==> config.mk <==
export PLATFORM = sky130hd
export DESIGN_NAME = uart_receiver_flat
export DESIGN_NICKNAME = d
export VERILOG_FILES = /design/src/rtl/uart_receiver_if.sv /design/src/rtl/uart_receiver.sv /design/src/flat_wrapper.sv
export SDC_FILE = /design/constraint.sdc
export NUM_CORES = 1
export LEC_CHECK = 0
export CORE_MARGIN = 5
export CORE_UTILIZATION = 41
export DETAILED_ROUTE_END_ITERATION = 16
export GPL_ROUTABILITY_DRIVEN = 1
export GPL_TIMING_DRIVEN = 0
export HOLD_SLACK_MARGIN = 0.06
export PLACE_DENSITY = 0.66
export SYNTH_ARGS = -nofsm -noshare
export SYNTH_HDL_FRONTEND = slang
export SYNTH_SLANG_ARGS = --single-unit
==> constraint.sdc <==
create_clock -name clk -period 1.5 [get_ports clk]
set_input_delay 0.3 -clock clk [delete_from_list [all_inputs] [get_ports clk]]
set_output_delay 0.3 -clock clk [all_outputs]
set_load 0.01 [all_outputs]
==> src/rtl/uart_receiver_if.sv <==
// Result side of the UART receiver: received word, one-cycle status pulses and busy.
// The receiver drives through master and the register/processor side reads through slave.
interface uart_receiver_if #(
  parameter int DATA_WIDTH = 8
);
  logic [DATA_WIDTH-1:0] parallel_data;
  logic                  data_valid;
  logic                  par_err;
  logic                  stp_err;
  logic                  busy;

  modport master (
    output parallel_data,
    output data_valid,
    output par_err,
    output stp_err,
    output busy
  );

  modport slave (
    input parallel_data,
    input data_valid,
    input par_err,
    input stp_err,
    input busy
  );
endinterface

==> src/rtl/uart_receiver.sv <==
// Oversampled UART receiver: start, DATA_WIDTH bits LSB first, optional parity, one stop bit.
// Each bit is taken as the 3-sample majority around mid-bit; status is reported as one-cycle pulses.
module uart_receiver #(
  parameter int DATA_WIDTH = 8,
  parameter int PRESCALE   = 8
) (
  input  logic            clk,
  input  logic            reset_n,
  input  logic            ser_data_in,
  input  logic            par_en,
  input  logic            par_type,
  uart_receiver_if.master rx_if
);

  localparam int EW = (PRESCALE   > 1) ? $clog2(PRESCALE)   : 1;
  localparam int BW = (DATA_WIDTH > 1) ? $clog2(DATA_WIDTH) : 1;

  localparam logic [EW-1:0] SMP_A    = EW'(PRESCALE/2 - 1);
  localparam logic [EW-1:0] SMP_B    = EW'(PRESCALE/2);
  localparam logic [EW-1:0] SMP_V    = EW'(PRESCALE/2 + 1);
  localparam logic [EW-1:0] EDGE_END = EW'(PRESCALE - 1);
  localparam logic [BW-1:0] BIT_END  = BW'(DATA_WIDTH - 1);

  typedef enum logic [2:0] {
    IDLE   = 3'd0,
    START  = 3'd1,
    DATA   = 3'd2,
    PARITY = 3'd3,
    STOP   = 3'd4
  } state_t;

  typedef struct packed {
    logic valid;
    logic par_err;
    logic stp_err;
  } rx_rsp_t;

  state_t                state, state_d;
  logic [1:0]            sync_q;
  logic                  rx;
  logic [EW-1:0]         edge_cnt;
  logic [BW-1:0]         bit_cnt;
  logic                  smp_a, smp_b;
  logic                  vote;
  logic                  at_vote, at_end;
  logic                  detect;
  logic                  frame_done;
  logic [DATA_WIDTH-1:0] shreg;
  logic [DATA_WIDTH-1:0] data_q;
  logic                  par_en_q, par_type_q;
  logic                  par_fail, stp_fail;
  rx_rsp_t               rsp_q;

  // Line is asynchronous; idle-high reset keeps a reset release from looking like a start.
  always_ff @(posedge clk or negedge reset_n) begin
    if (!reset_n) sync_q <= 2'b11;
    else          sync_q <= {sync_q[0], ser_data_in};
  end
  assign rx = sync_q[1];

  assign vote    = (smp_a & smp_b) | (smp_a & rx) | (smp_b & rx);
  assign at_vote = (edge_cnt == SMP_V);
  assign at_end  = (edge_cnt == EDGE_END);

  always_ff @(posedge clk or negedge reset_n) begin
    if (!reset_n) state <= IDLE;
    else          state <= state_d;
  end

  always_comb begin
    state_d    = state;
    detect     = 1'b0;
    frame_done = 1'b0;
    case (state)
      IDLE: begin
        if (!rx) begin
          state_d = START;
          detect  = 1'b1;
        end
      end
      START: begin
        if (at_vote && vote) state_d = IDLE;
        else if (at_end)     state_d = DATA;
      end
      DATA: begin
        if (at_end && (bit_cnt == BIT_END)) state_d = par_en_q ? PARITY : STOP;
      end
      PARITY: begin
        if (at_end) state_d = STOP;
      end
      STOP: begin
        if (at_end) begin
          state_d    = IDLE;
          frame_done = 1'b1;
        end
      end
      default: state_d = IDLE;
    endcase
  end

  // The detect cycle is edge 0 of the start bit, so counting resumes at 1.
  always_ff @(posedge clk or negedge reset_n) begin
    if (!reset_n) begin
      edge_cnt <= '0;
      bit_cnt  <= '0;
      smp_a    <= 1'b1;
      smp_b    <= 1'b1;
    end else begin
      if (detect)                 edge_cnt <= EW'(1);
      else if (state_d == IDLE)   edge_cnt <= '0;
      else if (at_end)            edge_cnt <= '0;
      else                        edge_cnt <= edge_cnt + EW'(1);

      if (state == IDLE)               bit_cnt <= '0;
      else if (state == DATA && at_end) bit_cnt <= bit_cnt + BW'(1);

      if (edge_cnt == SMP_A) smp_a <= rx;
      if (edge_cnt == SMP_B) smp_b <= rx;
    end
  end

  always_ff @(posedge clk or negedge reset_n) begin
    if (!reset_n) begin
      shreg      <= '0;
      par_en_q   <= 1'b0;
      par_type_q <= 1'b0;
      par_fail   <= 1'b0;
      stp_fail   <= 1'b0;
    end else begin
      if (detect) begin
        par_en_q   <= par_en;
        par_type_q <= par_type;
        par_fail   <= 1'b0;
        stp_fail   <= 1'b0;
      end
      if (state == DATA && at_vote) shreg[bit_cnt] <= vote;
      if (state == PARITY && at_vote && (vote != (^shreg ^ par_type_q))) par_fail <= 1'b1;
      if (state == STOP && at_vote && !vote) stp_fail <= 1'b1;
    end
  end

  // Pulses land in the cycle the FSM is already back in IDLE; a bad frame leaves data_q untouched.
  always_ff @(posedge clk or negedge reset_n) begin
    if (!reset_n) begin
      rsp_q  <= '0;
      data_q <= '0;
    end else begin
      rsp_q <= '0;
      if (frame_done) begin
        rsp_q.valid   <= !par_fail && !stp_fail;
        rsp_q.par_err <= par_fail;
        rsp_q.stp_err <= stp_fail;
        if (!par_fail && !stp_fail) data_q <= shreg;
      end
    end
  end

  assign rx_if.parallel_data = data_q;
  assign rx_if.data_valid    = rsp_q.valid;
  assign rx_if.par_err       = rsp_q.par_err;
  assign rx_if.stp_err       = rsp_q.stp_err;
  assign rx_if.busy          = (state != IDLE);

endmodule
==> src/flat_wrapper.sv <==
// flat-port wrapper written by rule: the top's interface ports become plain ports
module uart_receiver_flat 
#(
  parameter int DATA_WIDTH = 8,
  parameter int PRESCALE   = 8
)
  (clk, reset_n, ser_data_in, par_en, par_type, rx_if_parallel_data, rx_if_data_valid, rx_if_par_err, rx_if_stp_err, rx_if_busy);
  uart_receiver_if #(.DATA_WIDTH(DATA_WIDTH)) rx_if_i ();
  input  logic clk;
  input  logic reset_n;
  input  logic ser_data_in;
  input  logic par_en;
  input  logic par_type;
  output wire logic [$bits(rx_if_i.parallel_data)-1:0] rx_if_parallel_data;
  output wire logic [$bits(rx_if_i.data_valid)-1:0] rx_if_data_valid;
  output wire logic [$bits(rx_if_i.par_err)-1:0] rx_if_par_err;
  output wire logic [$bits(rx_if_i.stp_err)-1:0] rx_if_stp_err;
  output wire logic [$bits(rx_if_i.busy)-1:0] rx_if_busy;
  assign rx_if_parallel_data = rx_if_i.parallel_data;
  assign rx_if_data_valid = rx_if_i.data_valid;
  assign rx_if_par_err = rx_if_i.par_err;
  assign rx_if_stp_err = rx_if_i.stp_err;
  assign rx_if_busy = rx_if_i.busy;
  uart_receiver #(.DATA_WIDTH(DATA_WIDTH), .PRESCALE(PRESCALE)) u_core (.clk(clk), .reset_n(reset_n), .ser_data_in(ser_data_in), .par_en(par_en), .par_type(par_type), .rx_if(rx_if_i));
endmodule
==> results.md <==
- Status: finished with violations
- Leading cell types by count after synthesis: dfrtp_1 (32), mux2_2 (18), nand2_1 (11)
- Post-DP HPWL: 2.25 mm
- Largest net degree at the start of global routing: 37
- Final Non-Filler Cells: 233
- CP Depth: 3
- Power per cell area: 1370 nW/µm²
- Max-slew violations: 0
- Vias per std cell: 5.24
- Crit path DAT: 1.28 ns
- Mux share of post-synthesis cell area: 0.119
- # fillers: 308
- WP buf/inv: 2
- Max Fclk: 0.631 GHz
- Slowest cell delay on critical path: 0.39 ns
- Clock Tree Root: clkbuf_8
- Required time of the critical path: 1.20 ns
- Largest family of logic cells by synthesized area: simple AND/OR/NAND/NOR gates
- Via count: 1222
- Area Growth Syn to Fin: 38.5%
- Post-route minimum period: 1.58 ns
- Cell with the most instances after synthesis: dfrtp_1
- Seq/Total Area, Yosys: 0.533
- Synth Area in Adders: 0.0581
- Drt wl/cell: 15.8 µm
- Setup CP Type: reg -> out
- Drt pass-1 iters: 4
- Max cap viols: 0
- Worst reg-to-reg path cell count: 5
- Clock transition at the registers of the reported paths: 0.07 ns
- CTS buffer count: 5
- Post-synth ARST share: 1.00
- Top Ports: 17
- H-tree Lvls: 2
- Final Cycle Share: 1.06
- Dpl cells: 207
- Hold buffers post-CTS: 0
- Slowest-stage cell, CP: dfrtp_1
- Post-route ant nets: 0
- Proportion of layout cells with a drive suffix above 1: 0.470
- Standard-cell rows: 23
- Pleak: 0.00115 µW
- Die height: 74.4 µm
- Synthesized area per cell: 12.1 µm²
- CP Cell Sequence: buf_6 -> or3_4 -> buf_6
- Core box area: 4000 µm²
- Peak VDD IR: 0.000767 V
- Synth Area in Compound Gates: 0.0633
- Rel. slew slack: 0.483
- Final hold violations: 0
- Iteration-0 DRC Markers: 33
- Worst Clk Skew: 0.0106 ns
- Diode count: 0
- Area of the multi-input gates: 906 µm²
- CTS max path bufs: 2
- Gate Count Post-Synth: 141
- GRT overflow: 0
- Reg area: 912 µm²
- R2R setup slack: -0.07 ns
- Area of the die: 5540 µm²
- Synth cell types: 37
- Ranking of synthesized cells by area: dfrtp_1 (47%), mux2_2 (12%), dfstp_2 (6.2%)
- Initial core utilization: 0.425
- Worst-margin pin slew: 0.776 ns
- Input/output buffers: 16
- Worst hold path class: in -> async
- Post-route setup slack: -0.0845 ns
- Initial antenna violation count: 0
- First-pass GRT wire length: 5.87 mm
- Worst-path maximum fanout: 6
- Die width: 74.4 µm
- Mapped Area: 1700 µm²
- All-Layer GR Usage: 0.142
- Most frequent CP cell: buf_6
- Synth Net Count: 153
- Clock insertion delay at the later pin of the skew report: 0.28 ns
- Routed Wire Length: 3.69 mm
- Unrepaired setup endpoints after global routing: yes
- CP Launch Type: register
- XOR/XNOR share of the synthesized area: 0.0493
- Post-synth EDFFs: 0
- Synth area leader: dfrtp_1
- TritonCTS clock tree: yes
- Top cell type's share of synthesized area: 0.471
- Final #Nets: 194
- Post-Synth Simple-Gate Area: 0.141
- Vias in the first global route: 1269
- GP Congestion: 0.826
- Failing checks: setup timing
- CP Capture Type: primary output
- Synth Warn #: 0
- Fin Setup TNS: -0.364 ns
- Flops & latches, synth: 36
- Post-route DRC: 0
- Cell family with most CP delay: flip-flops
- Post-synth top flop: dfrtp_1
- Final setup viols: 10
- Number of clock sinks: 36
## layout make-up
cell class,count,area share
multi-input cells,92,0.385
flip-flops and latches,36,0.387
plain buffers,4,0.0191
well taps,50,0.0266
inverters,9,0.0143
clock buffers,7,0.0324
clock inverters,1,0.00213
repair buffers,34,0.133
## where the power goes
group	internal, µW	switching (µW)	leakage, µW
clock	326	320	0.0000422
combinational	636	625	0.000642
sequential	1150	165	0.000470
total	2110	1110	0.00115
## worst paths after layout
path,startpoint,to
min in group clk,u_core.sync_q[0],u_core.sync_q[1]
min,reset_n,u_core.bit_cnt[1]
min reg2reg,u_core.sync_q[0],u_core.sync_q[1]
max in group asynchronous,reset_n,u_core.edge_cnt[0]
max reg2reg,u_core.sync_q[1],u_core.edge_cnt[0]
max,u_core.state[2],rx_if_busy
## sequential cells by signal (all words and copies together) (netlist names), 2 cells and up
signal / count
u_core.shreg: 8
u_core.bit_cnt: 3
u_core.state: 3
u_core.rx_if.parallel_data: 8
u_core.edge_cnt: 3
u_core.sync_q: 2
## worst register-to-register path, stage by stage (launching register included)
cell and delay (ns):
dfstp_2 0.54, maj3_2 0.22, buf_6 0.11, nand3_4 0.08
a221oi_4 0.39, o31ai_2 0.13
## cells in the final DEF, fill, tap and decap left out, types with 2 or more instances in the layout
master and n:
nand4_1 3, inv_2 2, and3_1 2, a32o_1 2
xnor2_1 7, dfrtp_2 5, o21ai_1 2, buf_6 5
mux2_4 3, and3_4 2, dfstp_2 4, clkbuf_1 2
nand3_1 4, clkdlybuf4s50_1 8, nand3_4 2, nor2_1 5
dfrtp_1 27, nand2_1 5, ha_4 3, dlymetal6s2s_1 6
nor2_4 2, mux2_2 15, clkbuf_8 5, buf_4 17
nand3b_1 2, inv_1 7, nor3b_2 2, nand2_2 5
ha_1 4
## timing repair
item	4_1_cts	5_1_grt
gates resized for setup	29	27
pin swaps	7	10
buffers inserted	11	7
endpoints found under the setup margin	25	34
## stage by stage
step | cell area (µm²) | hold WS, ns | total power [µW] | util | setup slack [ns]
2_1_floorplan | 1730 | 0.00441 | 1850 | - | 0.00721
3_3_place_gp | 1960 | 0.346 | 2020 | 0.489 | -0.648
3_5_place_dp | 1950 | 0.348 | 2060 | 0.488 | -0.233
4_1_cts | 2230 | 0.127 | 3020 | 0.556 | -0.0877
5_1_grt | 2350 | 0.168 | 3390 | 0.589 | -0.132
6_report | 2350 | 0.0902 | 3220 | 0.589 | -0.0845
## metal layers
metal | track usage | share of wire | wire length, µm
met1 | 0.157 | 0.41 | 1500
met2 | 0.255 | 0.54 | 1980
met3 | 0.0432 | 0.041 | 153
met4 | 0.0553 | 0.014 | 53
met5 | 0 | 0 | 0
## cells by family (layout without fill, tap and decap cells)
family                   count (synthesis)  after routing
AND/OR/NAND/NOR                         44             44
XOR/XNOR                                 8              8
buffers and inverters                   13             55
multiplexers                            18             18
AO/OA/AOI/OAI                           14             14
flip-flops                              36             36
adder cells (fa/ha/maj)                  8              8
(Power assumes the default switching activity.)
==> variant (config.mk and constraints unchanged) <==
`PRESCALE` is set to 8 in 2 places; all go to 4.
--- a/src/rtl/uart_receiver.sv
+++ b/src/rtl/uart_receiver.sv
@@ -4,3 +4,3 @@
   parameter int DATA_WIDTH = 8,
-  parameter int PRESCALE   = 8
+  parameter int PRESCALE   = 4
 ) (
--- a/src/flat_wrapper.sv
+++ b/src/flat_wrapper.sv
@@ -4,3 +4,3 @@
   parameter int DATA_WIDTH = 8,
-  parameter int PRESCALE   = 8
+  parameter int PRESCALE   = 4
 )
Check against the original RTL: not equivalent (a bounded check fails within 10 cycles, from zero or initial values and one cycle with reset_n low).
==> variant against the original RTL <==
  * The run still ends with negative setup slack left
  * Maximum frequency decreased by 6.3%
  * Clock power increased by 15%
  * Cell area decreased by 6.4%
  * Setup slack got worse by 0.11 ns
  * Power decreased by 5.3%
  * Routed wire length decreased by 15%
  * Critical path type is now register to register
  * Sequential cell count decreased by 1
  * Area after synthesis decreased by 2.2%
  * Global-route usage decreased by 1.5 points
==> variant: results (changes against the original RTL) <==
stage	metric	value	unit	change
route	maxUsedRoutingLayer	met4		
yosys	muxShareOfSynthArea	15.88	%	+4.0 points
route	drt-total-wl	3.149	mm	-15%
critical_path	worstReg2RegEnd	u_core.shreg[3]		
power_and_ir_drop	switchingPower	0.0009587	W	-14%
grt	grt_pass1_wl	5.299	mm	-9.7%
route	route.met3.wl	158	um	+3.3%
sta	layout_setup_ws	-0.1904	ns	-0.1059 ns
sta	finalClockSkew	0.004877	ns	-0.005710 ns
sta	tightest_slew	0.7708	ns	-0.005114 ns
power_and_ir_drop	power_frac_clock	24.4	%	+4.3 points
route	wl_met1	1.361	mm	-9.3%
yosys	syn-num-nets	136		-11%
route	met2_length	1.582	mm	-20%
critical_path	critPathLaunch	u_core.edge_cnt[0]		
cells_and_area	fillers	326		+5.8%
grt	use_met1	15.94	%	+0.20 points
yosys	synth.distinct_cells	39		+5.4%
yosys	synthAdderAreaFrac	4.364	%	-1.4 points
grt	grt_pass1_vias	1111		-12%
grt	grt_max_degree	36		-2.7%
route	drtIter0Drc	45		+36%
power_and_ir_drop	ir_drop	0.7826	mV	+2.0%
critical_path	crit_path_end_kind	register		
route	via_per_inst	4.948		-5.7%
sta	hold_ws	0.09086	ns	+0.0006504 ns
route	num_vias	1039		-15%
outcome	violations	negative setup slack		
yosys	synth_compound_area_share	4.515	%	-1.8 points
yosys	synth_area_per_cell	13.20	um2	+9.4%
yosys	synthTopCellsByArea	dfrtp_1, mux2_2, mux2_4		
placement	dp_hpwl	2.001	mm	-11%
outcome	status	finished with violations		
grt	antenna_found_initial	0		unchanged
power_and_ir_drop	p_leak	1.105	nW	-4.3%
route	drt_first_pass_iters	4		unchanged
critical_path	reg2regPathDepth	6		+1
yosys	synth-xor-area-share	5.041	%	+0.11 points
sta	setup-tns-final	-2.710	ns	-2.347 ns
yosys	ys_seq_area_share	52.97	%	-0.30 points
placement	place_inst	192		-7.2%
cells_and_area	num-nets-final	169		-13%
placement	placed_area	1927	um2	-1.3%
grt	met3_usage	4.378	%	+0.053 points
grt	grtUsageMet2	20.28	%	-5.2 points
sta	setup_violations	22		+12
placement	dp_slack	-0.3195	ns	-0.08676 ns
placement	gp_congestion	0.7552		-8.5%
yosys	synth_commonest_cells	dfrtp_1, mux2_2, inv_1, mux2_4, nor2_1		
cells_and_area	drive_gt1_share	44.38	%	-2.6 points
power_and_ir_drop	power_sequential	0.00126	W	-4%
grt	grt_use_total	12.76	%	-1.5 points
==> variant: area by class of cell <==
type	instances	area [um2]	share of cell area, %
multi-input cells	79	848.3	38.50
repair buffers	26	240.2	10.90
clock buffers	8	100.1	4.543
flip-flops and latches	35	883.3	40.09
plain buffers	4	38.79	1.760
inverters	8	30.03	1.363
well taps	50	62.56	2.839
==> variant: timing repair <==
| item | CTS | global route |
|---|---|---|
| gates resized for setup | 19 | 17 |
| setup buffers | 6 | 3 |
| setup endpoints to repair | 22 | 31 |
| pin swaps | 4 | 7 |
| hold buffers | 0 | 0 |
| cloned | 1 | 0 |
==> variant: critical path: stages (launching register included) <==
cell	delay [ns]
dfrtp_1	0.43
ha_4	0.20
and4bb_1	0.21
buf_6	0.13
nand2_4	0.08
nor3b_2	0.21
mux2_4	0.32
==> variant: through the flow <==
stage	power, W	util, %
finish	0.003049	55.48
global route	0.003233	55.48
CTS	0.002933	53.56
detailed placement	0.002093	48.52
global placement	0.002052	48.65
floorplan	0.001869	-
